### src/rtl/vga_sync_generator_if.sv
`default_nettype none
// ============================================================================
// Module      : vga_sync_generator_if
// Description : Output bundle of the VGA timing generator. It carries the sync
//               and blank signals, the frame-buffer address, the active-pixel
//               coordinates and the start-of-frame marker.
// Revision    : 1.0 - initial release
// ============================================================================
interface vga_sync_generator_if;
    logic        oHS;
    logic        oVS;
    logic        oBLANK_n;
    logic [18:0] oADDR;
    logic [9:0]  oX;
    logic [8:0]  oY;
    logic        oFRAME;

    // Timing generator side: drives every signal of the bundle.
    modport master (
        output oHS,
        output oVS,
        output oBLANK_n,
        output oADDR,
        output oX,
        output oY,
        output oFRAME
    );

    // Display-path side: ROM address, palette lookup and the board renderer.
    modport slave (
        input oHS,
        input oVS,
        input oBLANK_n,
        input oADDR,
        input oX,
        input oY,
        input oFRAME
    );
endinterface
`default_nettype wire

### src/rtl/vga_sync_generator.sv
`default_nettype none
// ============================================================================
// Module      : vga_sync_generator
// Description : 640x480 @ 60 Hz VGA timing generator with a linear frame-buffer
//               address counter. Sync and blank are registered so that they
//               line up with the one-cycle ROM read that uses oADDR/oX/oY.
// Revision    : 1.0 - initial release
// ============================================================================
module vga_sync_generator #(
    parameter int H_TOTAL = 800,
    parameter int H_SYNC  = 96,
    parameter int H_BACK  = 144,
    parameter int H_FRONT = 16,
    parameter int V_TOTAL = 525,
    parameter int V_SYNC  = 2,
    parameter int V_BACK  = 34,
    parameter int V_FRONT = 11
) (
    input  wire logic            iVGA_CLK,
    input  wire logic            iRST_n,
    vga_sync_generator_if.master vga
);

    // Counter-width copies of the timing constants.
    localparam logic [9:0] c_H_LAST    = 10'(H_TOTAL - 1);
    localparam logic [9:0] c_H_SYNC    = 10'(H_SYNC);
    localparam logic [9:0] c_H_BACK    = 10'(H_BACK);
    localparam logic [9:0] c_H_ACT_END = 10'(H_TOTAL - H_FRONT);
    localparam logic [9:0] c_V_LAST    = 10'(V_TOTAL - 1);
    localparam logic [9:0] c_V_SYNC    = 10'(V_SYNC);
    localparam logic [9:0] c_V_BACK    = 10'(V_BACK);
    localparam logic [9:0] c_V_ACT_END = 10'(V_TOTAL - V_FRONT);

    logic [9:0]  r_h_cnt;
    logic [9:0]  r_v_cnt;
    logic [18:0] r_addr;
    logic        r_hs;
    logic        r_vs;
    logic        r_blank_n;

    logic        w_h_wrap;
    logic        w_v_wrap;
    logic        w_hs;
    logic        w_vs;
    logic        w_h_act;
    logic        w_v_act;
    logic        w_blank_n;

    // Raw timing decode from the current counter position.
    assign w_h_wrap  = (r_h_cnt == c_H_LAST);
    assign w_v_wrap  = (r_v_cnt == c_V_LAST);
    assign w_hs      = (r_h_cnt >= c_H_SYNC);
    assign w_vs      = (r_v_cnt >= c_V_SYNC);
    assign w_h_act   = (r_h_cnt >= c_H_BACK) && (r_h_cnt < c_H_ACT_END);
    assign w_v_act   = (r_v_cnt >= c_V_BACK) && (r_v_cnt < c_V_ACT_END);
    assign w_blank_n = w_h_act && w_v_act;

    // Pixel and line counters; the line counter advances only on a line wrap.
    always_ff @(posedge iVGA_CLK or negedge iRST_n) begin
        if (!iRST_n) begin
            r_h_cnt <= '0;
            r_v_cnt <= '0;
        end else begin
            if (w_h_wrap) begin
                r_h_cnt <= '0;
                if (w_v_wrap) begin
                    r_v_cnt <= '0;
                end else begin
                    r_v_cnt <= r_v_cnt + 10'd1;
                end
            end else begin
                r_h_cnt <= r_h_cnt + 10'd1;
            end
        end
    end

    // Frame-buffer address: cleared while both syncs are low, which only
    // happens in the first lines of a frame, and stepped once per active pixel.
    // The clear wins over the step so a mis-parameterised overlap still
    // restarts the frame cleanly.
    always_ff @(posedge iVGA_CLK or negedge iRST_n) begin
        if (!iRST_n) begin
            r_addr <= '0;
        end else if (!w_hs && !w_vs) begin
            r_addr <= '0;
        end else if (w_blank_n) begin
            r_addr <= r_addr + 19'd1;
        end
    end

    // One-clock delay of sync/blank to match the downstream ROM latency.
    always_ff @(posedge iVGA_CLK or negedge iRST_n) begin
        if (!iRST_n) begin
            r_hs      <= 1'b0;
            r_vs      <= 1'b0;
            r_blank_n <= 1'b0;
        end else begin
            r_hs      <= w_hs;
            r_vs      <= w_vs;
            r_blank_n <= w_blank_n;
        end
    end

    assign vga.oHS      = r_hs;
    assign vga.oVS      = r_vs;
    assign vga.oBLANK_n = r_blank_n;
    assign vga.oADDR    = r_addr;
    // Coordinates follow the counters directly and are forced to 0 in blanking.
    assign vga.oX       = w_blank_n ? 10'(r_h_cnt - c_H_BACK) : 10'd0;
    assign vga.oY       = w_blank_n ? 9'(r_v_cnt - c_V_BACK) : 9'd0;
    assign vga.oFRAME   = (r_h_cnt == 10'd0) && (r_v_cnt == 10'd0);

endmodule
`default_nettype wire

### src/flat_wrapper.sv
// flat-port wrapper written by rule: the top's interface ports become plain ports
module vga_sync_generator_flat 
#(
    parameter int H_TOTAL = 800,
    parameter int H_SYNC  = 96,
    parameter int H_BACK  = 144,
    parameter int H_FRONT = 16,
    parameter int V_TOTAL = 525,
    parameter int V_SYNC  = 2,
    parameter int V_BACK  = 34,
    parameter int V_FRONT = 11
)
  (iVGA_CLK, iRST_n, vga_oHS, vga_oVS, vga_oBLANK_n, vga_oADDR, vga_oX, vga_oY, vga_oFRAME);
  vga_sync_generator_if vga_i ();
  input  wire logic iVGA_CLK;
  input  wire logic iRST_n;
  output wire logic [$bits(vga_i.oHS)-1:0] vga_oHS;
  output wire logic [$bits(vga_i.oVS)-1:0] vga_oVS;
  output wire logic [$bits(vga_i.oBLANK_n)-1:0] vga_oBLANK_n;
  output wire logic [$bits(vga_i.oADDR)-1:0] vga_oADDR;
  output wire logic [$bits(vga_i.oX)-1:0] vga_oX;
  output wire logic [$bits(vga_i.oY)-1:0] vga_oY;
  output wire logic [$bits(vga_i.oFRAME)-1:0] vga_oFRAME;
  assign vga_oHS = vga_i.oHS;
  assign vga_oVS = vga_i.oVS;
  assign vga_oBLANK_n = vga_i.oBLANK_n;
  assign vga_oADDR = vga_i.oADDR;
  assign vga_oX = vga_i.oX;
  assign vga_oY = vga_i.oY;
  assign vga_oFRAME = vga_i.oFRAME;
  vga_sync_generator #(.H_TOTAL(H_TOTAL), .H_SYNC(H_SYNC), .H_BACK(H_BACK), .H_FRONT(H_FRONT), .V_TOTAL(V_TOTAL), .V_SYNC(V_SYNC), .V_BACK(V_BACK), .V_FRONT(V_FRONT)) u_core (.iVGA_CLK(iVGA_CLK), .iRST_n(iRST_n), .vga(vga_i));
endmodule
### config.mk
export PLATFORM = sky130hd
export DESIGN_NAME = vga_sync_generator_flat
export DESIGN_NICKNAME = d
export VERILOG_FILES = /design/src/rtl/vga_sync_generator_if.sv /design/src/rtl/vga_sync_generator.sv /design/src/flat_wrapper.sv
export SDC_FILE = /design/constraint.sdc
export NUM_CORES = 1
export LEC_CHECK = 0
export ABC_CLOCK_PERIOD_IN_PS = 3020
export CAP_MARGIN = 30
export CORE_ASPECT_RATIO = 0.8
export CORE_UTILIZATION = 53
export CTS_BUF_LIST = sky130_fd_sc_hd__clkbuf_8 sky130_fd_sc_hd__clkbuf_16
export DETAILED_ROUTE_END_ITERATION = 10
export GPL_ROUTABILITY_DRIVEN = 0
export PLACE_DENSITY = 0.89
export REMOVE_ABC_BUFFERS = 1
export SYNTH_ARGS = -nofsm -noshare
export SYNTH_HDL_FRONTEND = slang
export SYNTH_SLANG_ARGS = --single-unit
### constraint.sdc
create_clock -name iVGA_CLK -period 3.02 [get_ports iVGA_CLK]
set_input_delay 0.604 -clock iVGA_CLK [delete_from_list [all_inputs] [get_ports iVGA_CLK]]
set_output_delay 0.604 -clock iVGA_CLK [all_outputs]
set_load 0.03 [all_outputs]
==> results of run 1 <==
-- worst reg2reg max path, stage by stage, from the launching register on --
cell and delay [ps]:
dfrtp_1 380, buf_4 170, or4_1 630, nand2_1 150, buf_4 130, and3_1 720
o311ai_0 300, o31ai_1 120
-- logic make-up (layout without fill, tap and decap cells) --
group | after synthesis | after routing | synth area share, %
AND/OR/NAND/NOR | 151 | 151 | 29.4
flip-flops | 42 | 42 | 39.8
adder cells (fa/ha/maj) | 13 | 13 | 6.16
XOR/XNOR | 19 | 19 | 6.31
buffers and inverters | 31 | 88 | 4.60
multiplexers | 4 | 4 | 1.52
AO/OA/AOI/OAI | 48 | 48 | 12.1
-- synth_stat cells (9+ instances only) --
cell type	instances	area share (%)
nand3_1	15	2.8
xnor2_1	12	4.0
or4_1	13	3.7
nor2_1	37	5.3
ha_1	13	6.2
a21oi_1	14	2.7
nand4_1	10	2.4
dfrtp_1	42	40
and3_1	9	2.1
clkbuf_1	14	2.0
nand2_1	33	4.7
inv_1	13	1.8
o31ai_1	14	4.0
-- what timing repair did --
action	in CTS	in global routing
buffers inserted	4	3
resized for setup	41	22
setup endpoints to repair	19	19
cloned	1	0
pin swaps	3	7
-- stage by stage --
step | setup TNS, ps | hold slack [ps] | area, sq um | worst slack (ps) | cells
4_1_cts | -1690 | 469 | 3410 | -127 | 423
3_3_place_gp | 0 | 520 | 3150 | 136 | 410
5_1_grt | -2990 | 513 | 3530 | -229 | 425
6_report | -1850 | 438 | 3530 | -172 | 425
3_5_place_dp | 0 | 537 | 3150 | 62.8 | 410
2_1_floorplan | -4810 | 308 | 2570 | -551 | 290
-- state kept, by name, indices dropped and copies added (netlist names) --
register and count:
u_core.vga.oVS 1, u_core.vga.oHS 1, u_core.vga.oBLANK_n 1, u_core.r_h_cnt 10
u_core.r_v_cnt 10, u_core.vga.oADDR 19
-- routing by layer --
| layer | GRT usage [%] | up-vias | share of wire [%] |
|---|---|---|---|
| met3 | 5.69 | 24 | 8.3 |
| met2 | 46.1 | 157 | 47 |
| met5 | 0 | - | 0 |
| li1 | - | 1213 | - |
| met1 | 39.2 | 1282 | 42 |
| met4 | 9.60 | 0 | 2.5 |
-- worst max path at each step --
stage / endpoint / from / depth (start not counted)
6_report: vga_oX[1] / u_core.r_h_cnt[0]$_DFF_PN0_ / 9
5_1_grt: vga_oX[1] / u_core.r_h_cnt[0]$_DFF_PN0_ / 9
3_5_place_dp: vga_oY[6] / u_core.r_h_cnt[1]$_DFF_PN0_ / 9
3_3_place_gp: vga_oY[4] / u_core.r_h_cnt[0]$_DFF_PN0_ / 9
2_1_floorplan: vga_oX[7] / u_core.r_h_cnt[0]$_DFF_PN0_ / 7
4_1_cts: vga_oY[4] / u_core.r_h_cnt[0]$_DFF_PN0_ / 9
-- power by group --
group | internal (W) | total, W | switching [W] | leakage, nW
combinational | 0.000000469 | 0.0000110 | 0.0000106 | 0.901
clock | 0.000181 | 0.000374 | 0.000193 | 0.0524
sequential | 0.000562 | 0.000562 | 0 | 0.573
total | 0.000743 | 0.000947 | 0.000204 | 1.53
-- cell type report --
cell class              count  area share [%]
clock buffers               6            2.34
clock inverters             2           0.248
inverters                  13            1.38
multi-input cells         235            46.2
flip-flops and latches     42            29.8
well taps                  60            2.13
repair buffers             67            17.9
==> out/results.ini, run 1 <==
[die]
io_pins = 44
fp.dieH_um = 65.1
fp.dieW_um = 80.9
start_util_pct = 56.4
dieArea_sq_mm = 0.00527
rows = 22
fp.coreArea_sq_mm = 0.00468

[finish]
multi_input_area_sq_mm = 0.00163
finish.utilization_pct = 75.4
fillers = 317
nets = 379
drive_gt1_share_pct = 21.6
final_cell_mix = dfrtp_1, nand2_1, nor2_1
layout_commonest_cell = dfrtp_1
antennaDiodeCount = 0
syn2layout_area_growth_pct = 33.7
ff_latch_area_sq_mm = 0.00105

[timing]
slew_viol_final = 0
rsz0062_at_grt = yes
timing.max_slew.rel_slack_pct = 37.7
max_freq_mhz = 313
finalSetupViolCount = 18
clock_skew_ps = 6.67
timing.final.crit_share_pct = 106
min_period_ps = 3190
setup_ws_ps = -172
hold_viol = 0
worstMarginPinSlew_ps = 935

[yosys]
netlist_area_sq_mm = 0.00264
yosysWarnings = 0
ys.flop_type = dfrtp_1
postSynthCellCount = 308
synthDistinctLibCells = 42
syn_area_per_cell_sq_um = 8.57
synth_seq_cells = 42
ys_seq_area_share_pct = 39.8
synth_edf_count = 0
ys_async_sr_fraction_pct = 100

[routing]
drcViolationCount = 0
ant_nets = 0
wl_per_cell_um = 17.7
drt_iter0_drc = 320
wl_um = 7510
first_pass_iters = 5
routed_via_density = 6.30
num_vias = 2676

[critical_path]
end_kind = output pin
regToRegEndpoint = u_core.vga.oADDR[10]$_DFFE_PN0P_
critPathMaxStageDelay_ps = 400
ff2ff_path_depth = 7
timing.rr.start = u_core.r_v_cnt[3]$_DFFE_PN0N_
r2r_slack_ps = 310
required_ps = 2420
critPathKind = flip-flop to output pin
crit_fanout = 7
cp_num_buf_inv = 3
critical-path-top-delay-family = simple AND/OR/NAND/NOR gates
startpoint_type = flip-flop
crit_chain = inv_2 > ha_4 > or3b_4 > or3_4 > a311oi_4 > nand2_4 > buf_8 > nor2_1 > buf_4
critPathArrivalTime_ps = 2590
critPathSlowestCell = dfrtp_1

[placement]
io_buffers = 43
hpwlAfterDp_um = 4650

[global_routing]
grt_first_pass_wirelength_um = 11700
grt_pass1_vias = 2417
overflow = 0
grt_use_total_pct = 28.9
grt_max_degree = 43
antenna_found_initial = 0

[clocking]
cts_tree = yes
cts_sinks = 42
clockBufferDepth = 2
cts-hold-fix-buffers = 0
cts-root-buf = clkbuf_8
htreeDepth = 2
cts-buffers-inserted = 5
clk_pin_slew_worst_paths_ps = 80
clkLatencyLatePin_ps = 300

[power]
p_leak_nw = 1.53
power_density_mw_per_mm2 = 269
power.total_w = 0.000947
vdd_drop_max_mv = 0.184

[worst_hold_path]
hp-class = input pin to async pin

[run]
max_cap_viol_count = 0

[status]
violations = setup timing
outcome = complete, but fails checks

(Power assumes the default switching activity.)
==> inputs of run 2 (changes only) <==
--- a/config.mk
+++ b/config.mk
@@ -5,14 +5,15 @@
 export SDC_FILE = /design/constraint.sdc
 export NUM_CORES = 1
 export LEC_CHECK = 0
-export ABC_CLOCK_PERIOD_IN_PS = 3020
+export ABC_CLOCK_PERIOD_IN_PS = 3900
 export CAP_MARGIN = 30
 export CORE_ASPECT_RATIO = 0.8
-export CORE_UTILIZATION = 53
+export CORE_UTILIZATION = 58
 export CTS_BUF_LIST = sky130_fd_sc_hd__clkbuf_8 sky130_fd_sc_hd__clkbuf_16
+export CTS_CLUSTER_SIZE = 8
 export DETAILED_ROUTE_END_ITERATION = 10
 export GPL_ROUTABILITY_DRIVEN = 0
-export PLACE_DENSITY = 0.89
+export PLACE_DENSITY = 0.95
 export REMOVE_ABC_BUFFERS = 1
 export SYNTH_ARGS = -nofsm -noshare
 export SYNTH_HDL_FRONTEND = slang
==> constraint.sdc (replaced) <==
create_clock -name iVGA_CLK -period 3.9 [get_ports iVGA_CLK]
set_input_delay 0.78 -clock iVGA_CLK [delete_from_list [all_inputs] [get_ports iVGA_CLK]]
set_output_delay 0.78 -clock iVGA_CLK [all_outputs]
set_load 0.03 [all_outputs]
==> run 2 against run 1 <==
The run now ends clean; via count down 8.3%; design area decreased by 9.8%; combinational power rose by 10%; sequential power shrank 23%; global-route usage is 0.46 points lower; sequential cell count unchanged.
==> out/results.ini, run 2 (synthesis results as in run 1) <==
[clocking]
htreeDepth = 2  ; unchanged
cts-buffers-inserted = 5  ; unchanged
clockBufferDepth = 2  ; unchanged
cts-root-buf = clkbuf_8
cts_tree = yes
clkLatencyLatePin_ps = 300  ; about the same
clk_pin_slew_worst_paths_ps = 80  ; about the same
cts-hold-fix-buffers = 0  ; unchanged
cts_sinks = 42  ; unchanged

[timing]
timing.final.crit_share_pct = 98.0
min_period_ps = 3820
slew_viol_final = 0  ; unchanged
setup_ws_ps = 78.7  ; +251 ps
max_freq_mhz = 262
timing.max_slew.rel_slack_pct = 40.2  ; +2.5 points
clock_skew_ps = 6.07  ; -0.601 ps
hold_viol = 0  ; unchanged
worstMarginPinSlew_ps = 897  ; -38.1 ps
finalSetupViolCount = 0  ; -18
finalSetupTns_ps = 0  ; +1850 ps
rsz0062_at_grt = no

[placement]
place_ws_ps = 414  ; +351 ps
io_buffers = 43  ; unchanged
dp.cells = 396  ; -3.4%
hpwlAfterDp_um = 4350  ; -6.5%

[power]
power_density_mw_per_mm2 = 227  ; -16%
p_leak_nw = 1.38  ; -9.4%
power_frac_seq_pct = 60.3  ; +1.0 points
swShare_pct = 22.6  ; +1.0 points
comb_power_share_pct = 1.7  ; +0.5 points
p_int_w = 0.000558  ; -25%
p_clk_share_pct = 38.0  ; -1.5 points
p_switching_w = 0.000163  ; -20%
vdd_drop_max_mv = 0.170  ; -7.9%

[global_routing]
grt_first_pass_wirelength_um = 10700  ; -8.3%
antenna_found_initial = 0  ; unchanged
grt_use_total_pct = 28.4  ; -0.46 points
overflow = 0  ; unchanged
grt_max_degree = 43  ; unchanged
grt_pass1_vias = 2288  ; -5.3%

[critical_path]
crit_fanout = 5  ; -2
startpoint_type = flip-flop
ff2ff_path_depth = 8  ; +1
required_ps = 3120  ; +700 ps
critPathKind = flip-flop to output pin
end_kind = output pin
critPathArrivalTime_ps = 3040  ; +450 ps

[finish]
largest_register_ffs = 19  ; unchanged
layout.cells.non_filler = 404  ; -4.9%
drive_gt1_share_pct = 10.1  ; -12 points
final_cell_mix = dfrtp_1, nor2_1, nand2_1
syn2layout_area_growth_pct = 20.5
nets = 362  ; -4.5%
antennaDiodeCount = 0  ; unchanged
layout_commonest_cell = dfrtp_1

[routing]
ant_nets = 0  ; unchanged
routed_via_density = 6.07  ; -3.6%
wl_per_cell_um = 15.7  ; -11%
drt_iter0_drc = 245  ; -23%
num_vias = 2453  ; -8.3%
drcViolationCount = 0  ; unchanged
first_pass_iters = 4  ; -1
wl_um = 6340  ; -16%

[die]
fp.dieW_um = 77.4  ; -4.3%
dieArea_sq_mm = 0.00482  ; -8.4%
fp.coreArea_sq_mm = 0.00428  ; -8.5%
io_pins = 44  ; unchanged
start_util_pct = 61.6  ; +5.2 points
rows = 21  ; -4.5%
fp.dieH_um = 62.3  ; -4.3%

[run]
max_cap_viol_count = 0  ; unchanged

[worst_hold_path]
hp-class = input pin to async pin

[status]
outcome = completed

## run 2: cell count changes in the layout (fill, tap and decap cells not counted), sizes merged
cell and change:
inv -1, clkinv +1, buf -20, clkbuf -2, clkdlybuf4s50 +4
## run 2: repair_timing
| action | 4_1_cts | 5_1_grt |
|---|---|---|
| hold endpoints to repair | 0 | 0 |
| setup buffers | 0 | 0 |
| resized for setup | 0 | 1 |
| setup endpoints to repair | 0 | 18 |
## run 2: path summary, 6_finish.rpt
| path | start | slack (ps) | endpoint |
|---|---|---|---|
| max in group asynchronous | iRST_n | 2990 | u_core.r_v_cnt[9]$_DFFE_PN0N_ |
| worst max-delay path | u_core.r_h_cnt[0]$_DFF_PN0_ | 80 | vga_oX[3] |
| worst max register to register | u_core.r_h_cnt[0]$_DFF_PN0_ | 1080 | u_core.vga.oADDR[17]$_DFFE_PN0P_ |
| worst min-delay path | iRST_n | 430 | u_core.vga.oADDR[18]$_DFFE_PN0P_ |
| worst min register to register | u_core.r_h_cnt[0]$_DFF_PN0_ | 510 | u_core.r_h_cnt[0]$_DFF_PN0_ |
| min in group iVGA_CLK | u_core.r_h_cnt[0]$_DFF_PN0_ | 510 | u_core.r_h_cnt[0]$_DFF_PN0_ |
## run 2: worst max-delay path, cell delays in order (launching register included)
cell	delay (ps)
dfrtp_1	420
inv_1	100
ha_1	160
or3b_1	410
or3_1	410
a311oi_2	370
and3_1	210
clkdlybuf4s50_1	670
## run 2: through the flow
step | cell area (sq um) | total power [W] | hold WS [ps] | utilization (%)
floorplan | 2570 | 0.000444 | 475 | -
global placement | 3070 | 0.000453 | 488 | 71.6
detailed placement | 3070 | 0.000453 | 499 | 71.6
CTS | 3150 | 0.000718 | 509 | 73.5
global route | 3180 | 0.000744 | 452 | 74.3
finish | 3180 | 0.000721 | 426 | 74.3
## run 2: layout make-up
| cell class | count | area [sq um] |
|---|---|---|
| Clock inverter | 2 | 10.0 |
| Fill cell | 319 | 1100 |
| Inverter | 13 | 48.8 |
| Multi-Input combinational cell | 235 | 1470 |
| Timing Repair Buffer | 50 | 458 |
| Sequential cell | 42 | 1050 |
| Clock buffer | 5 | 68.8 |
| Tap cell | 57 | 71.3 |
## run 2: metal layers
metal	GRT usage, %	vias up	wire [um]
li1	-	1173	-
met1	37.4	1148	2860
met2	46.1	122	3030
met3	5.44	10	363
met4	11.3	0	86
met5	0	-	0
## run 2: power by group through the flow
stage | Clock [W] | Combinational, W | Sequential, W
after global placement | 0 | 0.00000910 | 0.000444
after CTS | 0.000273 | 0.00000937 | 0.000435
after global routing | 0.000295 | 0.0000143 | 0.000435
after floorplan | 0 | 0.000000000546 | 0.000444
final | 0.000274 | 0.0000121 | 0.000435
after detailed placement | 0 | 0.00000913 | 0.000444
